`config.mk`:
```
export PLATFORM = sky130hd
export DESIGN_NAME = cap_sense_scanner
export DESIGN_NICKNAME = d
export VERILOG_FILES = /design/src/rtl/cap_sense_scanner.sv
export SDC_FILE = /design/constraint.sdc
export NUM_CORES = 1
export LEC_CHECK = 0
export CAP_MARGIN = 0
export CORE_MARGIN = 2
export CORE_UTILIZATION = 40
export DETAILED_ROUTE_END_ITERATION = 12
export GPL_TIMING_DRIVEN = 0
export HOLD_SLACK_MARGIN = 0.08
export MAX_ROUTING_LAYER = met4
export PLACE_DENSITY = 0.66
export SLEW_MARGIN = 20
export SYNTH_ARGS = -nofsm -noshare
export SYNTH_HDL_FRONTEND = slang
export SYNTH_SLANG_ARGS = --single-unit
```
`constraint.sdc`:
```
create_clock -name clock -period 2.85 [get_ports clock]
set_input_delay 0.57 -clock clock [delete_from_list [all_inputs] [get_ports clock]]
set_output_delay 0.57 -clock clock [all_outputs]
set_load 0.02 [all_outputs]
```
`src/rtl/cap_sense_scanner.sv`:
```
//------------------------------------------------------------------------------
// cap_sense_scanner
//   Scans NUM_SENSORS capacitive pads in parallel.  Each scan charges every pad
//   through the shared drive output for CHARGE_CYCLES cycles.  It then releases
//   the drive and times how long each pad takes to discharge.  A pad whose
//   discharge time reaches the threshold is reported as touched.
//
//   Optional feature macro: CAP_SENSE_DEBOUNCE_EN
//     defined   -> each touch_mask bit toggles only after 3 consecutive scans
//                  disagree with it
//     undefined -> touch_mask follows the raw compare result of every scan
//
// Ports
//   clock                   system clock, rising edge
//   reset                   asynchronous, active-low
//   enable                  high = scan continuously; low = finish current scan
//   threshold               touch threshold, sampled in the EVAL cycle
//   capacitive_sensors_in   raw asynchronous pad levels
//   capacitive_sensors_out  shared pad charge drive
//   touch_mask              registered per-pad touched flags
//   scan_done               one-cycle pulse together with a new touch_mask
//   count_sel               raw-count read select
//   count_data              latched count of pad count_sel (0 if out of range)
//------------------------------------------------------------------------------
`timescale 1ns/1ps
module cap_sense_scanner #(
  parameter int NUM_SENSORS   = 9,
  parameter int CHARGE_CYCLES = 16,
  parameter int COUNT_W       = 10
) (
  input  logic                   clock,
  input  logic                   reset,
  input  logic                   enable,
  input  logic [COUNT_W-1:0]     threshold,
  input  logic [NUM_SENSORS-1:0] capacitive_sensors_in,
  output logic                   capacitive_sensors_out,
  output logic [NUM_SENSORS-1:0] touch_mask,
  output logic                   scan_done,
  input  logic [3:0]             count_sel,
  output logic [COUNT_W-1:0]     count_data
);

  localparam logic [COUNT_W-1:0] MAX_COUNT = {COUNT_W{1'b1}};
  localparam int                 CYC_W     = $clog2(CHARGE_CYCLES + 1);
  localparam logic [CYC_W-1:0]   CYC_LAST  = CYC_W'(CHARGE_CYCLES - 1);

  typedef enum logic [1:0] {IDLE, CHARGE, MEASURE, EVAL} state_t;

  state_t                 state_q, state_d;
  logic                   armed_q;
  logic [CYC_W-1:0]       cyc_q, cyc_d;
  logic [COUNT_W-1:0]     cnt_q, cnt_d;
  logic [NUM_SENSORS-1:0] sync_meta_q, sync_q;
  logic [NUM_SENSORS-1:0] latched_q, latched_d;
  logic [COUNT_W-1:0]     count_q [NUM_SENSORS];
  logic [COUNT_W-1:0]     count_d [NUM_SENSORS];
  logic [NUM_SENSORS-1:0] touch_q, touch_d;
  logic                   scan_done_q, scan_done_d;
  logic [NUM_SENSORS-1:0] raw;
  logic [NUM_SENSORS-1:0] mask_eval;
  logic [NUM_SENSORS-1:0] sync_in;

  assign sync_in = sync_q;

  // Raw touch decision: a longer discharge means more pad capacitance.
  for (genvar gi = 0; gi < NUM_SENSORS; gi++) begin : g_raw
    assign raw[gi] = (count_q[gi] >= threshold);
  end

`ifdef CAP_SENSE_DEBOUNCE_EN
  // Per-pad count of consecutive scans whose raw result disagrees with touch_mask.
  logic [1:0] diff_q [NUM_SENSORS];
  logic [1:0] diff_d [NUM_SENSORS];

  always_comb begin
    mask_eval = touch_q;
    for (int i = 0; i < NUM_SENSORS; i++) begin
      diff_d[i] = diff_q[i];
      if (state_q == EVAL) begin
        if (raw[i] != touch_q[i]) begin
          if (diff_q[i] == 2'd2) begin
            mask_eval[i] = raw[i];
            diff_d[i]    = 2'd0;
          end else begin
            diff_d[i] = diff_q[i] + 2'd1;
          end
        end else begin
          diff_d[i] = 2'd0;
        end
      end
    end
  end

  always_ff @(posedge clock or negedge reset) begin
    if (!reset) begin
      for (int i = 0; i < NUM_SENSORS; i++) diff_q[i] <= 2'd0;
    end else begin
      for (int i = 0; i < NUM_SENSORS; i++) diff_q[i] <= diff_d[i];
    end
  end
`else
  assign mask_eval = raw;
`endif

  always_comb begin
    state_d     = state_q;
    cyc_d       = cyc_q;
    cnt_d       = cnt_q;
    latched_d   = latched_q;
    touch_d     = touch_q;
    scan_done_d = 1'b0;
    for (int i = 0; i < NUM_SENSORS; i++) count_d[i] = count_q[i];

    case (state_q)
      IDLE: begin
        // armed_q holds off the first scan for one cycle after reset release.
        if (enable && armed_q) begin
          state_d = CHARGE;
          cyc_d   = '0;
        end
      end
      CHARGE: begin
        if (cyc_q == CYC_LAST) begin
          state_d   = MEASURE;
          cnt_d     = '0;
          latched_d = '0;
        end else begin
          cyc_d = cyc_q + 1'b1;
        end
      end
      MEASURE: begin
        if (&latched_q) begin
          state_d = EVAL;
        end else begin
          // At timeout every pad still charged is latched at MAX_COUNT.
          for (int i = 0; i < NUM_SENSORS; i++) begin
            if (!latched_q[i] && (!sync_in[i] || (cnt_q == MAX_COUNT))) begin
              count_d[i]   = cnt_q;
              latched_d[i] = 1'b1;
            end
          end
          if (cnt_q == MAX_COUNT) begin
            state_d = EVAL;
          end else begin
            cnt_d = cnt_q + 1'b1;
          end
        end
      end
      EVAL: begin
        touch_d     = mask_eval;
        scan_done_d = 1'b1;
        if (enable) begin
          state_d = CHARGE;
          cyc_d   = '0;
        end else begin
          state_d = IDLE;
        end
      end
      default: state_d = IDLE;
    endcase
  end

  always_ff @(posedge clock or negedge reset) begin
    if (!reset) begin
      state_q     <= IDLE;
      armed_q     <= 1'b0;
      cyc_q       <= '0;
      cnt_q       <= '0;
      sync_meta_q <= '0;
      sync_q      <= '0;
      latched_q   <= '0;
      touch_q     <= '0;
      scan_done_q <= 1'b0;
      for (int i = 0; i < NUM_SENSORS; i++) count_q[i] <= '0;
    end else begin
      state_q     <= state_d;
      armed_q     <= 1'b1;
      cyc_q       <= cyc_d;
      cnt_q       <= cnt_d;
      sync_meta_q <= capacitive_sensors_in;
      sync_q      <= sync_meta_q;
      latched_q   <= latched_d;
      touch_q     <= touch_d;
      scan_done_q <= scan_done_d;
      for (int i = 0; i < NUM_SENSORS; i++) count_q[i] <= count_d[i];
    end
  end

  assign capacitive_sensors_out = (state_q == CHARGE);
  assign touch_mask             = touch_q;
  assign scan_done              = scan_done_q;

  always_comb begin
    count_data = '0;
    for (int i = 0; i < NUM_SENSORS; i++) begin
      if (int'(count_sel) == i) count_data = count_q[i];
    end
  end

endmodule

```
* After elaboration in Yosys (flattened, before gate mapping)
Index checks and enable logic that the tools add are counted.
** Storage, ports and cells
- Output and inout port bits :: 21
- Register bits after elaboration :: 145
** Operators by class
- Bitwise gates (word level) :: 1
- $lt $le $gt $ge :: 9
- Equal/unequal tests :: 29
- Multiplexer cells :: 36
- Add/subtract/negate cells :: 2
- Reduce and logical (&&, ||, !) cells :: 63
** Operators by type and width (number)
- 10-bit two-way mux :: 12
- 10-bit greater-or-equal comparator :: 9
- 4-bit AND reduction :: 11
- 3-bit AND reduction :: 10
- 2-bit != test (second input constant) :: 14
- 4-bit equality test (second input constant) :: 5
- 10-bit one-hot mux with 2 select lines :: 1
- 1-bit zero test :: 18
- 9-bit two-way mux :: 2
- 9-bit one-hot mux with 2 select lines :: 1
- 5-bit two-way mux :: 3
- 5-bit one-hot mux with 3 select lines :: 1
- 1-bit two-way mux :: 11
- 10-bit by 1-bit adder with 10-bit output (second input constant) :: 1
- 10-bit equality test (second input constant) :: 1
- 1-bit logical AND :: 10
- 1-bit logical OR :: 9
- 9-bit AND reduction :: 1
- 4-bit by 3-bit equality test with 1-bit output (second input constant) :: 2
- 2-bit two-way mux :: 4
- 2-bit one-hot mux with 4 select lines :: 1
- 5-bit by 1-bit adder with 5-bit output (second input constant) :: 1
- 5-bit by 4-bit equality test with 1-bit output (second input constant) :: 1
- 2-bit equality test (second input constant) :: 2
- 9 further kinds :: 9

* Depth between registers and ports, before layout
- Depth in word-level cells :: 10
- Depth in mapped cells :: 10

* Worst setup path after synthesis
Ideal clock, no wire load.
- Path kind :: input-to-output
- Start point :: input port count_sel[0]
- End point :: output port count_data[2]
- Buffers on the path :: 3
- Data required time :: 2280 ps
- Cell stages on the path :: 7
- Path slack :: 175 ps
- Arrival time :: 2105 ps
- Cells stage by stage :: buf_2 -> buf_2 -> buf_2 -> mux2i_1 -> o211ai_1 -> o21ai_0 -> o21ai_0
** On the way
- Word-level cells in the longest chain between the ends :: 10
- Elaborated cells between the ends (all ways) :: 18
- Classes of those cells :: 8 x eq/ne; 9 x mux; 1 x reduce/logical
** Ends and longest elaborated chain
- from (decl) :: RTL line 39 : input logic [3:0] count_sel,
- 4-bit zero test :: RTL line 196 : if (int'(count_sel) == i) count_data = count_q[i];
- 10-bit two-way mux (8 in series) :: RTL line 196
- 10-bit two-way mux (*) :: RTL line 196
- to (decl) :: RTL line 40 : output logic [COUNT_W-1:0] count_data
Every way passes the cells marked *; elsewhere a longest branch is shown, timed or not.

* Final worst setup path
- Start point :: input port count_sel[3]
- End point :: output port count_data[1]
The elaborated chain is that of the path after synthesis.

==> metrics.yaml <==
yosys:
  yosysUniqueCellTypes: 53
  ys.flop_type: "dfrtp_1"
  yosys.area_share.simple_pct: 8.975
  syn_inst: 722
  syn-num-nets: 846
  synth-compound-area-share_pct: 12.21
  ys_ff_latch: 145
  synth_top_family_by_area: "multiplexers"
  synth.top_cell.area_share_pct: 43.09
  synth_edf_count: 0
  yosys-mux-area-fraction_pct: 17.19
  yosys.area_share.adder_pct: 14.56
  synth_area_sq_um: 8421
  async_reset_ff_share_pct: 100.0
  synth_area_per_cell_sq_um: 11.66
  synthXorXnorAreaFrac_pct: 0.2080
  synth_area_leader_cell: "dfrtp_1"
  synth.area.top_cells: "dfrtp_1 (43%), ha_1 (15%), mux2_2 (8.0%)"
  yosysSeqAreaShare_pct: 43.09
  ys.warnings.count: 0
critical_path:
  crit_fanout: 6
  cp.required_ps: 2280
  cp.buffers_inverters: 2
  path_class: "input pin to primary output"
  r2r_setup_slack_ps: 400
  cp.arrival_ps: 2230
  critical-path-top-delay-family: "buffers and inverters"
  critPathMaxStageDelay_ps: 550
  worstPathCellList: "clkdlybuf4s50_1 -> nand2_1 -> nor2_4 -> a22oi_1 -> o221ai_1 -> dlygate4sd2_1"
  cpMaxStageDelayCell: "clkdlybuf4s50_1"
  endpoint_kind: "primary output"
  crit_path_start_kind: "input pin"
layout:
  layout_commonest_cell: "dfrtp_1"
  instances_no_fill: 1073
  mostFrequentLayoutCells: "dfrtp_1 (145), ha_1 (98), mux2_2 (60)"
  syn_to_final_growth_pct: 17.03
  fin_area_sq_um: 9854
  drive_above_1_share_pct: 21.30
  num_antenna_cells: 0
  finalNetCount: 911
clocking:
  clk_latency_ps: 430
  cts_buffer_depth: 2
  cts_sinks: 145
  cts_buffers: 17
  root_buffer: "clkbuf_16"
  cts_tree: "built"
  htreeDepth: 4
  path_clk_slew_ps: 50
  cts_setup_buffers: 0
global_routing:
  use_met3_pct: 3.884
  first_global_vias: 5882
  grt_max_degree: 94
  grt_pass1_wl_um: 32980
  antenna_found_initial: 0
  busiest_layer: "met2"
  grtUsageMet1_pct: 27.52
  use_met2_pct: 30.99
  grt_overflow: 0
  grt_usage_pct: 20.31
timing:
  maxSlewViolCount: 0
  fmax_mhz: 356.5
  slew_headroom_pct: 48.93
  tightest_slew_ps: 766.0
  fin_crit_ps: 2805
  rsz0062_at_grt: "true"
  hold_viol: 0
  setup_viol: 0
  tns_ps: 0
  fin_crit_sh_pct: 98.41
  fin_skew_ps: 13.35
  setup_slack_ps: 45.20
floorplan:
  die_w_um: 149.1
  dieHeight_um: 149.1
  core_sq_um: 20820
  start_util_pct: 40.44
  pin_count: 47
  fp-row-count: 53
  fp.dieArea_sq_um: 22230
detailed_routing:
  dr.pass1.iters: 5
  route.detailed.drc: 0
  num_vias: 5903
  via_per_inst: 5.501
  wire_per_inst_um: 19.27
  drtIter0Drc: 360
  final_antenna_net_count: 0
  totalWireLength_um: 20670
placement:
  dpl.cell_count: 1042
  gp_congestion: 0.8349
  place_ws_ps: -1002
  port_buffers: 44
  dp_hpwl_um: 15260
  placed_cell_area_sq_um: 9238
power:
  max-vdd-ir-drop_mv: 0.4596
  pwr_density_cell_nw_per_um2: 682.5
  leakage_nw: 4.817
worst_hold_path:
  hp-class: "flop to flop"
job:
  cap_violations: 0
run_status:
  status: "complete, no violations"
layout make-up:
type / instances / area, sq um
fill: 1943 / 10970
multi-input combinational: 509 / 4528
clock buffer: 24 / 471.7
tap: 275 / 344.1
clock inverter: 6 / 82.58
sequential: 145 / 3628
inverter: 32 / 120.1
buffer: 36 / 225.2
timing repair buffer: 46 / 454.2
kinds of logic (layout without fill, tap and decap cells):
logic type,after synthesis,count (layout)
buffers and inverters,68,144
other,1,1
multiplexers,106,106
flip-flops,145,145
adder cells (fa/ha/maj),98,98
XOR/XNOR,2,2
AO/OA/AOI/OAI,160,160
AND/OR/NAND/NOR,142,142
path summary, 6_finish.rpt:
kind,startpoint,to,cells after the start
max in group asynchronous,reset,latched_q[1]$_DFFE_PN0P_,3
min in group asynchronous,reset,count_q[57]$_DFFE_PN0P_,2
worst min register to register,sync_meta_q[4]$_DFF_PN0_,sync_in[4]$_DFF_PN0_,0
worst min-delay path,sync_meta_q[4]$_DFF_PN0_,sync_in[4]$_DFF_PN0_,0
worst max register to register,cyc_q[0]$_DFFE_PN0P_,cnt_q[2]$_DFFE_PN0P_,10
worst max-delay path,count_sel[3],count_data[1],6
cells in the mapped netlist, drive strengths merged (10+ instances only):
cell,n
a21o,16
a21oi,36
a22oi,13
buf,16
clkbuf,20
dfrtp,145
ha,98
inv,32
mux2,89
mux4,13
nand2,36
nand2b,11
nand3,17
nand3b,10
nor2,23
nor2b,10
o21ai,45
what timing repair did:
action,4_1_cts,5_1_grt
pin swaps,2,0
endpoints found under the setup margin,10,6
gates resized for setup,51,7
endpoints found under the hold margin,27,0
hold buffers,1,0
cloned,0,0
flip-flops by register name (all words and copies together) (netlist names):
signal,flops
scan_done,1
armed_q,1
touch_mask,9
cyc_q,5
latched_q,9
state_q,2
cnt_q,10
sync_meta_q,9
count_q,90
sync_in,9
stage by stage:
step | hold slack (ps) | utilization (%) | total power (W)
floorplan | 274.4 | - | 0.003908
global placement | 334.3 | 44.21 | 0.004543
detailed placement | 334.7 | 44.36 | 0.004593
finish | 346.9 | 47.33 | 0.006725
CTS | 347.9 | 47.35 | 0.006775
global route | 351.4 | 47.33 | 0.007127
per-layer routing:
layer  routed length, um  up-vias  share of wire [%]
met1                9821     2928                 48
met4                 354        0                1.7
li1                    -     2813                  -
met2                9651      135                 47
met5                   0        -                  0
met3                 846       27                4.1
report_power, final:
group	switching, W	total (W)	internal (W)
combinational	0.00107	0.00196	0.000890
clock	0.000849	0.00217	0.00132
sequential	0.000223	0.00259	0.00237
total	0.00215	0.00673	0.00458
Power figures use the tool's default switching activity.
==> patch: new RTL, same settings <==
Add a define of `CAP_SENSE_DEBOUNCE_EN`.
--- a/src/rtl/cap_sense_scanner.sv
+++ b/src/rtl/cap_sense_scanner.sv
@@ -23,6 +23,8 @@
 //   count_data              latched count of pad count_sel (0 if out of range)
 //------------------------------------------------------------------------------
 `timescale 1ns/1ps
+`define CAP_SENSE_DEBOUNCE_EN
+
 module cap_sense_scanner #(
   parameter int NUM_SENSORS   = 9,
   parameter int CHARGE_CYCLES = 16,
Behaviour: no difference found for any inputs over 10 cycles, from zero or initial values and one cycle with reset low; that may be too few to reach the edited logic, so the function may still have changed.
==> patch against the original RTL <==
- sequential cell count rose by 18
- wire length rose by 26%
- die area rose by 14%
- first-iteration DRC count rose by 68%
- count of clock-buffer cells in the layout fell by 4
- largest power group unchanged
- clock skew fell by 0.0017 ns
- global-route usage rose by 1.1 points
- area after synthesis rose by 14%
- sequential power rose by 6%
- highest routed layer unchanged
- power rose by 0.71%
- non-clock buffer count rose by 6
- critical path depth rose by 1
- final area rose by 16%
- worst setup slack got worse by 0.018 ns
==> patch: results (changes against the original RTL) <==
| Metric | Value |
|---|---|
| Outcome | finished, final reports clean (unchanged) |
| Wire length on met3 | 1350 um (was 846 um) |
| Nets@finish | 1068 (was 911) |
| Worst Setup SP | count_sel[1] (was count_sel[3]) |
| DR vias/cell | 5.74 (was 5.50) |
| GP Congestion | 0.917 (was 0.835) |
| Layout cells sized above 1 | 22.4% (was 21.3%) |
| Placed instance count | 1239 (was 1042) |
| Sequential cell area share | 35.8% (was 36.8%) |
| Mapped Cells | 873 (was 722) |
| Clk slew on worst S/H paths | 0.07 ns (was 0.05 ns) |
| Compound-Gate Fraction of Synth Area | 14.9% (was 12.2%) |
| Final worst path period share | 99.0% (was 98.4%) |
| Top post-synthesis cells by area | dfrtp_1 (42%), ha_1 (13%), mux2_2 (11%) (was dfrtp_1 (43%), ha_1 (15%), mux2_2 (8.0%)) |
| Netlist cell types | 56 (was 53) |
| Die area | 25300 um^2 (was 22200 um^2) |
| Non-clock inverters | 46 (was 32) |
| Top flop regs | count_q x90, diff_q x18, cnt_q x10 (was count_q x90, cnt_q x10) |
| Maximum vdd drop | 0.442 mV (was 0.460 mV) |
| Fillcell total | 2161 (was 1943) |
| Min Hold Slack | 0.0882 ns (was 0.347 ns) |
| Post-synthesis sequential area ratio | 42.4% (was 43.1%) |
| Signal buffers | 88 (was 82) |
| Non-clk buf share | 6.72% (was 6.89%) |
| Routed WL per cell | 20.4 um (was 19.3 um) |
| Clock Skew | 0.0116 ns (was 0.0134 ns) |
| M1 WL | 12200 um (was 9820 um) |
| CP Capture Point | count_data[6] (was count_data[1]) |
| Final non-filler cell total | 1275 (was 1073) |
| Post-synthesis xor/xnor area fraction | 0.637% (was 0.208%) |
==> patch: worst reg2reg max path: stages, from the launching register on <==
cell	delay, ns
dfrtp_1	0.40
ha_1	0.73
clkbuf_2	0.53
buf_1	0.56
nand3_1	0.15
o22ai_1	0.14
==> patch: timing repair <==
| action | 4_1_cts | 5_1_grt |
|---|---|---|
| endpoints found under the setup margin | 28 | 22 |
| buffers inserted | 4 | 1 |
| gates cloned | 0 | 1 |
| pin swaps | 1 | 1 |
| gates resized for setup | 81 | 22 |
==> patch: power breakdown <==
group	total, mW	internal (mW)	switching [mW]
Sequential	2.74	2.54	0.195
Clock	2.38	1.40	0.979
Combinational	1.65	0.652	1.00
Total	6.77	4.60	2.18
==> patch: cell families after synthesis <==
logic type	Yosys count
buffers and inverters	82
other	1
and+or+nand+nor	213
xor gates and xnor gates	7
adders and majority gates	98
AOI/OAI and AO/OA	195
muxes	114
DFF	163
